### src/rtl/div_unit_if.sv
// Execute-stage divide port bundle: pipeline (master) drives the operands and
// control, divider (slave) returns stall, ready and the {HI, LO} result.
interface div_unit_if #(
   parameter int WIDTH = 32
);
   logic               startE;
   logic               signedE;
   logic               annulE;
   logic [WIDTH-1:0]   srcaE;
   logic [WIDTH-1:0]   srcbE;
   logic               stall_divE;
   logic               readyE;
   logic [2*WIDTH-1:0] resultE;

   modport master (
      output startE, signedE, annulE, srcaE, srcbE,
      input  stall_divE, readyE, resultE
   );

   modport slave (
      input  startE, signedE, annulE, srcaE, srcbE,
      output stall_divE, readyE, resultE
   );
endinterface

### src/rtl/div_unit.sv
// Radix-2 restoring divider for DIV/DIVU, one quotient bit per cycle; result {rem, quo}.
// Optional macro DIV_ZERO_FAST_EN: a zero divisor skips the CALC iterations.
module div_unit #(
   parameter int WIDTH = 32,
   parameter int CNT_W = 5
) (
   input  logic       clk,
   input  logic       rst,
   div_unit_if.slave  bus
);

   typedef enum logic [1:0] {IDLE, CALC, DONE} state_t;

   state_t             r_state, w_state_nxt;
   logic [CNT_W-1:0]   r_cnt;
   logic [WIDTH-1:0]   r_rem, r_quo, r_dvs, r_dvd_raw;
   logic               r_qsign, r_rsign, r_dz;
   logic [2*WIDTH-1:0] r_result;

   logic               w_start, w_a_neg, w_b_neg, w_b_zero, w_ge, w_last;
   logic [WIDTH-1:0]   w_abs_a, w_abs_b, w_rem_nxt, w_quo_nxt, w_q_fix, w_r_fix;
   logic [WIDTH:0]     w_shift, w_diff;
   logic [2*WIDTH-1:0] w_result;

   always_comb begin
      w_start   = bus.startE & ~bus.annulE;
      w_a_neg   = bus.signedE & bus.srcaE[WIDTH-1];
      w_b_neg   = bus.signedE & bus.srcbE[WIDTH-1];
      w_abs_a   = w_a_neg ? -bus.srcaE : bus.srcaE;
      w_abs_b   = w_b_neg ? -bus.srcbE : bus.srcbE;
      w_b_zero  = (bus.srcbE == '0);
      // Partial remainder is always below the divisor, so the low WIDTH bits of
      // the difference hold the whole new remainder.
      w_shift   = {r_rem, r_quo[WIDTH-1]};
      w_diff    = w_shift - {1'b0, r_dvs};
      w_ge      = ~w_diff[WIDTH];
      w_rem_nxt = w_ge ? w_diff[WIDTH-1:0] : w_shift[WIDTH-1:0];
      w_quo_nxt = {r_quo[WIDTH-2:0], w_ge};
      w_last    = (r_cnt == CNT_W'(WIDTH-1));
      w_q_fix   = r_qsign ? -w_quo_nxt : w_quo_nxt;
      w_r_fix   = r_rsign ? -w_rem_nxt : w_rem_nxt;
      w_result  = r_dz ? {r_dvd_raw, {WIDTH{1'b1}}} : {w_r_fix, w_q_fix};
   end

   always_comb begin
      w_state_nxt = r_state;
      case (r_state)
         IDLE: begin
            if (w_start) begin
`ifdef DIV_ZERO_FAST_EN
               w_state_nxt = w_b_zero ? DONE : CALC;
`else
               w_state_nxt = CALC;
`endif
            end
         end
         CALC:    if (w_last) w_state_nxt = DONE;
         DONE:    w_state_nxt = IDLE;
         default: w_state_nxt = IDLE;
      endcase
      if (bus.annulE) w_state_nxt = IDLE;
   end

   always_ff @(posedge clk) begin
      if (rst) r_state <= IDLE;
      else     r_state <= w_state_nxt;
   end

   always_ff @(posedge clk) begin
      if (rst) begin
         r_cnt     <= '0;
         r_rem     <= '0;
         r_quo     <= '0;
         r_dvs     <= '0;
         r_dvd_raw <= '0;
         r_qsign   <= 1'b0;
         r_rsign   <= 1'b0;
         r_dz      <= 1'b0;
         r_result  <= '0;
      end else begin
         case (r_state)
            IDLE: begin
               if (w_start) begin
                  r_cnt     <= '0;
                  r_rem     <= '0;
                  r_quo     <= w_abs_a;
                  r_dvs     <= w_abs_b;
                  r_dvd_raw <= bus.srcaE;
                  r_qsign   <= w_a_neg ^ w_b_neg;
                  r_rsign   <= w_a_neg;
                  r_dz      <= w_b_zero;
`ifdef DIV_ZERO_FAST_EN
                  if (w_b_zero) r_result <= {bus.srcaE, {WIDTH{1'b1}}};
`endif
               end
            end
            CALC: begin
               if (!bus.annulE) begin
                  r_rem <= w_rem_nxt;
                  r_quo <= w_quo_nxt;
                  r_cnt <= r_cnt + CNT_W'(1);
                  if (w_last) r_result <= w_result;
               end
            end
            default: ;
         endcase
      end
   end

   assign bus.stall_divE = w_start & (r_state != DONE);
   assign bus.readyE     = (r_state == DONE) & ~bus.annulE;
   assign bus.resultE    = r_result;

endmodule

### src/flat_wrapper.sv
// flat-port wrapper written by rule: the top's interface ports become plain ports
module div_unit_flat 
#(
   parameter int WIDTH = 32,
   parameter int CNT_W = 5
)
  (clk, rst, bus_startE, bus_signedE, bus_annulE, bus_srcaE, bus_srcbE, bus_stall_divE, bus_readyE, bus_resultE);
  div_unit_if #(.WIDTH(WIDTH)) bus_i ();
  input  logic clk;
  input  logic rst;
  input wire logic [$bits(bus_i.startE)-1:0] bus_startE;
  input wire logic [$bits(bus_i.signedE)-1:0] bus_signedE;
  input wire logic [$bits(bus_i.annulE)-1:0] bus_annulE;
  input wire logic [$bits(bus_i.srcaE)-1:0] bus_srcaE;
  input wire logic [$bits(bus_i.srcbE)-1:0] bus_srcbE;
  output wire logic [$bits(bus_i.stall_divE)-1:0] bus_stall_divE;
  output wire logic [$bits(bus_i.readyE)-1:0] bus_readyE;
  output wire logic [$bits(bus_i.resultE)-1:0] bus_resultE;
  assign bus_i.startE = bus_startE;
  assign bus_i.signedE = bus_signedE;
  assign bus_i.annulE = bus_annulE;
  assign bus_i.srcaE = bus_srcaE;
  assign bus_i.srcbE = bus_srcbE;
  assign bus_stall_divE = bus_i.stall_divE;
  assign bus_readyE = bus_i.readyE;
  assign bus_resultE = bus_i.resultE;
  div_unit #(.WIDTH(WIDTH), .CNT_W(CNT_W)) u_core (.clk(clk), .rst(rst), .bus(bus_i));
endmodule
### config.mk
export PLATFORM = sky130hd
export DESIGN_NAME = div_unit_flat
export DESIGN_NICKNAME = d
export VERILOG_FILES = /design/src/rtl/div_unit_if.sv /design/src/rtl/div_unit.sv /design/src/flat_wrapper.sv
export SDC_FILE = /design/constraint.sdc
export NUM_CORES = 1
export LEC_CHECK = 0
export BUFFER_PORTS_ARGS = -buffer_cell sky130_fd_sc_hd__buf_2
export CAP_MARGIN = 20
export CELL_PAD_IN_SITES_DETAIL_PLACEMENT = 1
export CELL_PAD_IN_SITES_GLOBAL_PLACEMENT = 1
export CORE_ASPECT_RATIO = 1.2
export CORE_MARGIN = 5
export CORE_UTILIZATION = 40
export CTS_CLUSTER_DIAMETER = 80
export DETAILED_ROUTE_END_ITERATION = 10
export PLACE_DENSITY_LB_ADDON = 0.1
export RECOVER_POWER = 50
export SYNTH_ARGS = -nofsm -noshare
export SYNTH_HDL_FRONTEND = slang
export SYNTH_SLANG_ARGS = --single-unit
### constraint.sdc
create_clock -name clk -period 6.64 [get_ports clk]
set_input_delay 0.664 -clock clk [delete_from_list [all_inputs] [get_ports clk]]
set_output_delay 0.664 -clock clk [all_outputs]
set_load 0.01 [all_outputs]
==> results.md <==
* Worst setup EP type: register
* Sequential share of the synthesized area at 0.318
* Final WS setup at 1.40 ns
* Clk_skew at 0.0124 ns
* Slew Limit Fails at 231
* Placed Cells at approximately 2100
* Placed inst area at 13600 um^2
* Antenna diodes at 0
* Hold-fix buffers, CTS at 0
* Total number of vias at 12600
* ANT nets after route at 0
* Worst-path cell chain: nand2b_1 -> nor2_2 -> clkbuf_1 -> nor2_1 -> buf_4 -> a22oi_1 -> a21oi_1
* TritonRoute pass-1 iters at 5
* Max Cap Viol at 5
* Critical Path Max Stage Delay at approximately 2.5 ns
* Relative slew slack at -0.997
* Fmax at between 150 and 200 MHz
* Wire length of the first global-routing pass at 71.2 mm
* Iteration-0 DRC Markers at 647
* Synthesized area per cell at 7.48 um^2
* Total core area at 31400 um^2
* Ys async rst share at 0
* Row count at 71
* Residual DRC at 0
* Average wire per cell in the routed design at 20.3 um
* Total track usage at 0.242
* Worst hold slack at 0.405 ns
* Setup TNS at 0 ns
* DP HPWL at about 32 mm
* I/O pin cnt at between 100 and 150
* Final period util at 0.789
* Post-synth top area share at 0.318
* RePlAce Congestion at 0.894
* Cells after Synth at 1700
* Critical path launch point type: register
* Status: complete, but fails checks
* Clock-pin slew on the worst setup and hold paths at 0.06 ns
* Critical path class: reg2reg
* Fin area at 14400 um^2
* Post-CTS resize count at 0
* Static leakage at roughly 5.3 nW
* Violated checks: capacitance limit, slew limit
* Predominant post-synthesis flop cell: dfxtp_1
* CTS tree: yes
* Largest area contributor in the netlist: dfxtp_1
* H-tree depth at 1
* Largest cells by area after synthesis: dfxtp_1 32%, nand2_1 7.0%, nor2_1 6.3%, a21oi_1 5.9%, a211oi_1 4.8%
* Final Hold Vio Count at 0
* Max VDD drop at 0.212 mV
* Port-buffer cells at 134
* HP Class: in2reg
* Worst skew pair latency at 0.54 ns
* Die Area at 35500 um^2
* Maximum buffer depth of the clock tree at 3
* Initial Utilization at 0.406
* Required @ worst endpoint at 7.10 ns
* Nets at between 1500 and 2000
* Synthesized flop and latch total at 202
* Layout area overhead at 12.9%
* Post-Route WL at 44.5 mm
* Post-route insts no fill at ~2200
* Crit-path leading delay family: simple AND/OR/NAND/NOR gates
* Setup bufs post-CTS at 0
* Die X at 173 um
* Fin crit period at ~5.2 ns
* GRT Residual Overflow at 0
* Final setup violation count at 0
* Worst-Margin Slew at 3.00 ns
* Post-synth EDFFs at 0
* Largest net degree at the start of global routing at about 110
* Buffers & Inverters on Critical Path at 2
* Total CTS buffers at 26
* Clk root buf: clkbuf_16
* WP data arrival at 5.70 ns
* Vias in the first global route at roughly 13000
* Vias/cell at roughly 5.8
* Unrepaired setup endpoints after global routing: no
* Share of cells above drive strength 1 at 0.0873
* Number of distinct library cells after synthesis at 77
* Worst path slowest cell: nor2_1
* Pre-CTS WS at 1.42 ns
* Synth Net Count at about 1800
* Initial antenna violation count at 1
* Max FO, Critical Path at 52
* Pwr Density at 225 nW/um^2
* Yosys warning total at 0
* # clock sinks at slightly above 200
* Fill cells at slightly below 4000
* Die Y at 205 um
* Cell Area, Synth at between 10000 and 15000 um^2
==> flip-flops by register name (all words and copies together), names as in the netlist <==
| name | count |
|---|---|
| u_core.r_cnt | 5 |
| u_core.bus.resultE | 64 |
| u_core.r_dvd_raw | 32 |
| u_core.r_dz | 1 |
| u_core.r_state | 2 |
| u_core.r_quo | 32 |
| u_core.r_rsign | 1 |
| u_core.r_rem | 32 |
| u_core.r_dvs | 32 |
| u_core.r_qsign | 1 |
==> worst min-delay path: stages <==
cell and delay [ns]:
buf_2 0.12, nand2_1 0.05, a21oi_1 0.05
==> synth_stat cells, types with 10 or more instances <==
cell	n
nor2_1	215
dfxtp_1	202
o22ai_1	11
o41ai_1	16
mux2i_1	11
ha_1	38
clkbuf_1	93
nor3_1	43
o211ai_1	16
nand4_1	10
a21oi_1	150
a31oi_1	12
a311oi_1	19
a211oi_1	81
nand2_1	236
o21ai_0	82
a22oi_1	33
xnor2_1	65
or3_1	33
o31ai_1	27
nand3_1	16
a21o_1	11
nor4_1	12
or4_1	17
xor2_1	68
inv_1	49
==> cells in the final DEF (no fill, tap or decap), drive strengths merged, types with 12 or more instances in the layout <==
| cell type | count |
|---|---|
| a22oi | 33 |
| xnor2 | 65 |
| or3 | 34 |
| nor4 | 13 |
| nor3 | 45 |
| xor2 | 68 |
| a211oi | 82 |
| buf | 81 |
| a311oi | 19 |
| or4 | 19 |
| a31oi | 12 |
| a21oi | 151 |
| o211ai | 16 |
| clkbuf | 103 |
| o31ai | 28 |
| ha | 38 |
| inv | 52 |
| o41ai | 17 |
| nand2 | 236 |
| nand3 | 18 |
| dfxtp | 202 |
| nor2 | 217 |
| o21ai | 86 |
==> metal layers <==
| layer | part of all wire | GRT usage | wire, um |
|---|---|---|---|
| met5 | 0.00029 | 0 | 13 |
| met4 | 0.036 | 0.0831 | 1590 |
| met3 | 0.032 | 0.0325 | 1410 |
| met2 | 0.49 | 0.430 | 21700 |
| met1 | 0.44 | 0.301 | 19800 |
==> area by class of cell <==
cell class	instances	area [um^2]	share of cell area
Multi-Input combinational cell	1334	8020	0.559
Clock buffer	32	714	0.0498
Tap cell	401	502	0.0350
Inverter	52	196	0.0137
Clock inverter	15	146	0.0102
Timing Repair Buffer	152	733	0.0511
Sequential cell	202	4040	0.282
==> where the power goes <==
group          leakage, nW  switching (W)  internal (W)
logic                 3.28       0.000352      0.000180
registers             1.64      0.0000322       0.00125
clock network        0.421       0.000573      0.000845
==> path summary, 6_finish.rpt <==
kind | from | cells after the start | endpoint | slack, ns
setup / recovery | u_core.r_state[1] | 7 | u_core.r_quo[2] | 1.40
hold / removal | bus_srcaE[9] | 3 | u_core.r_dvd_raw[9] | 0.40
setup reg to reg | u_core.r_state[1] | 7 | u_core.r_quo[2] | 1.40
hold reg to reg | u_core.r_dvd_raw[16] | 2 | u_core.r_dvd_raw[16] | 0.46
==> cells by family after synthesis <==
group | Yosys count | share of synthesized area
AO/OA/AOI/OAI | 506 | 0.259
XOR/XNOR | 133 | 0.0916
adder cells (fa/ha/maj) | 39 | 0.0390
buffers and inverters | 164 | 0.0523
flip-flops | 202 | 0.318
multiplexers | 14 | 0.0113
AND/OR/NAND/NOR | 642 | 0.229
==> through the flow <==
step                 util  total power [W]
finish              0.458          0.00323
global route        0.458          0.00338
CTS                 0.460          0.00326
detailed placement  0.433          0.00183
global placement    0.433          0.00182
floorplan               -          0.00166
Note: power is estimated with default switching activity, not from simulation.
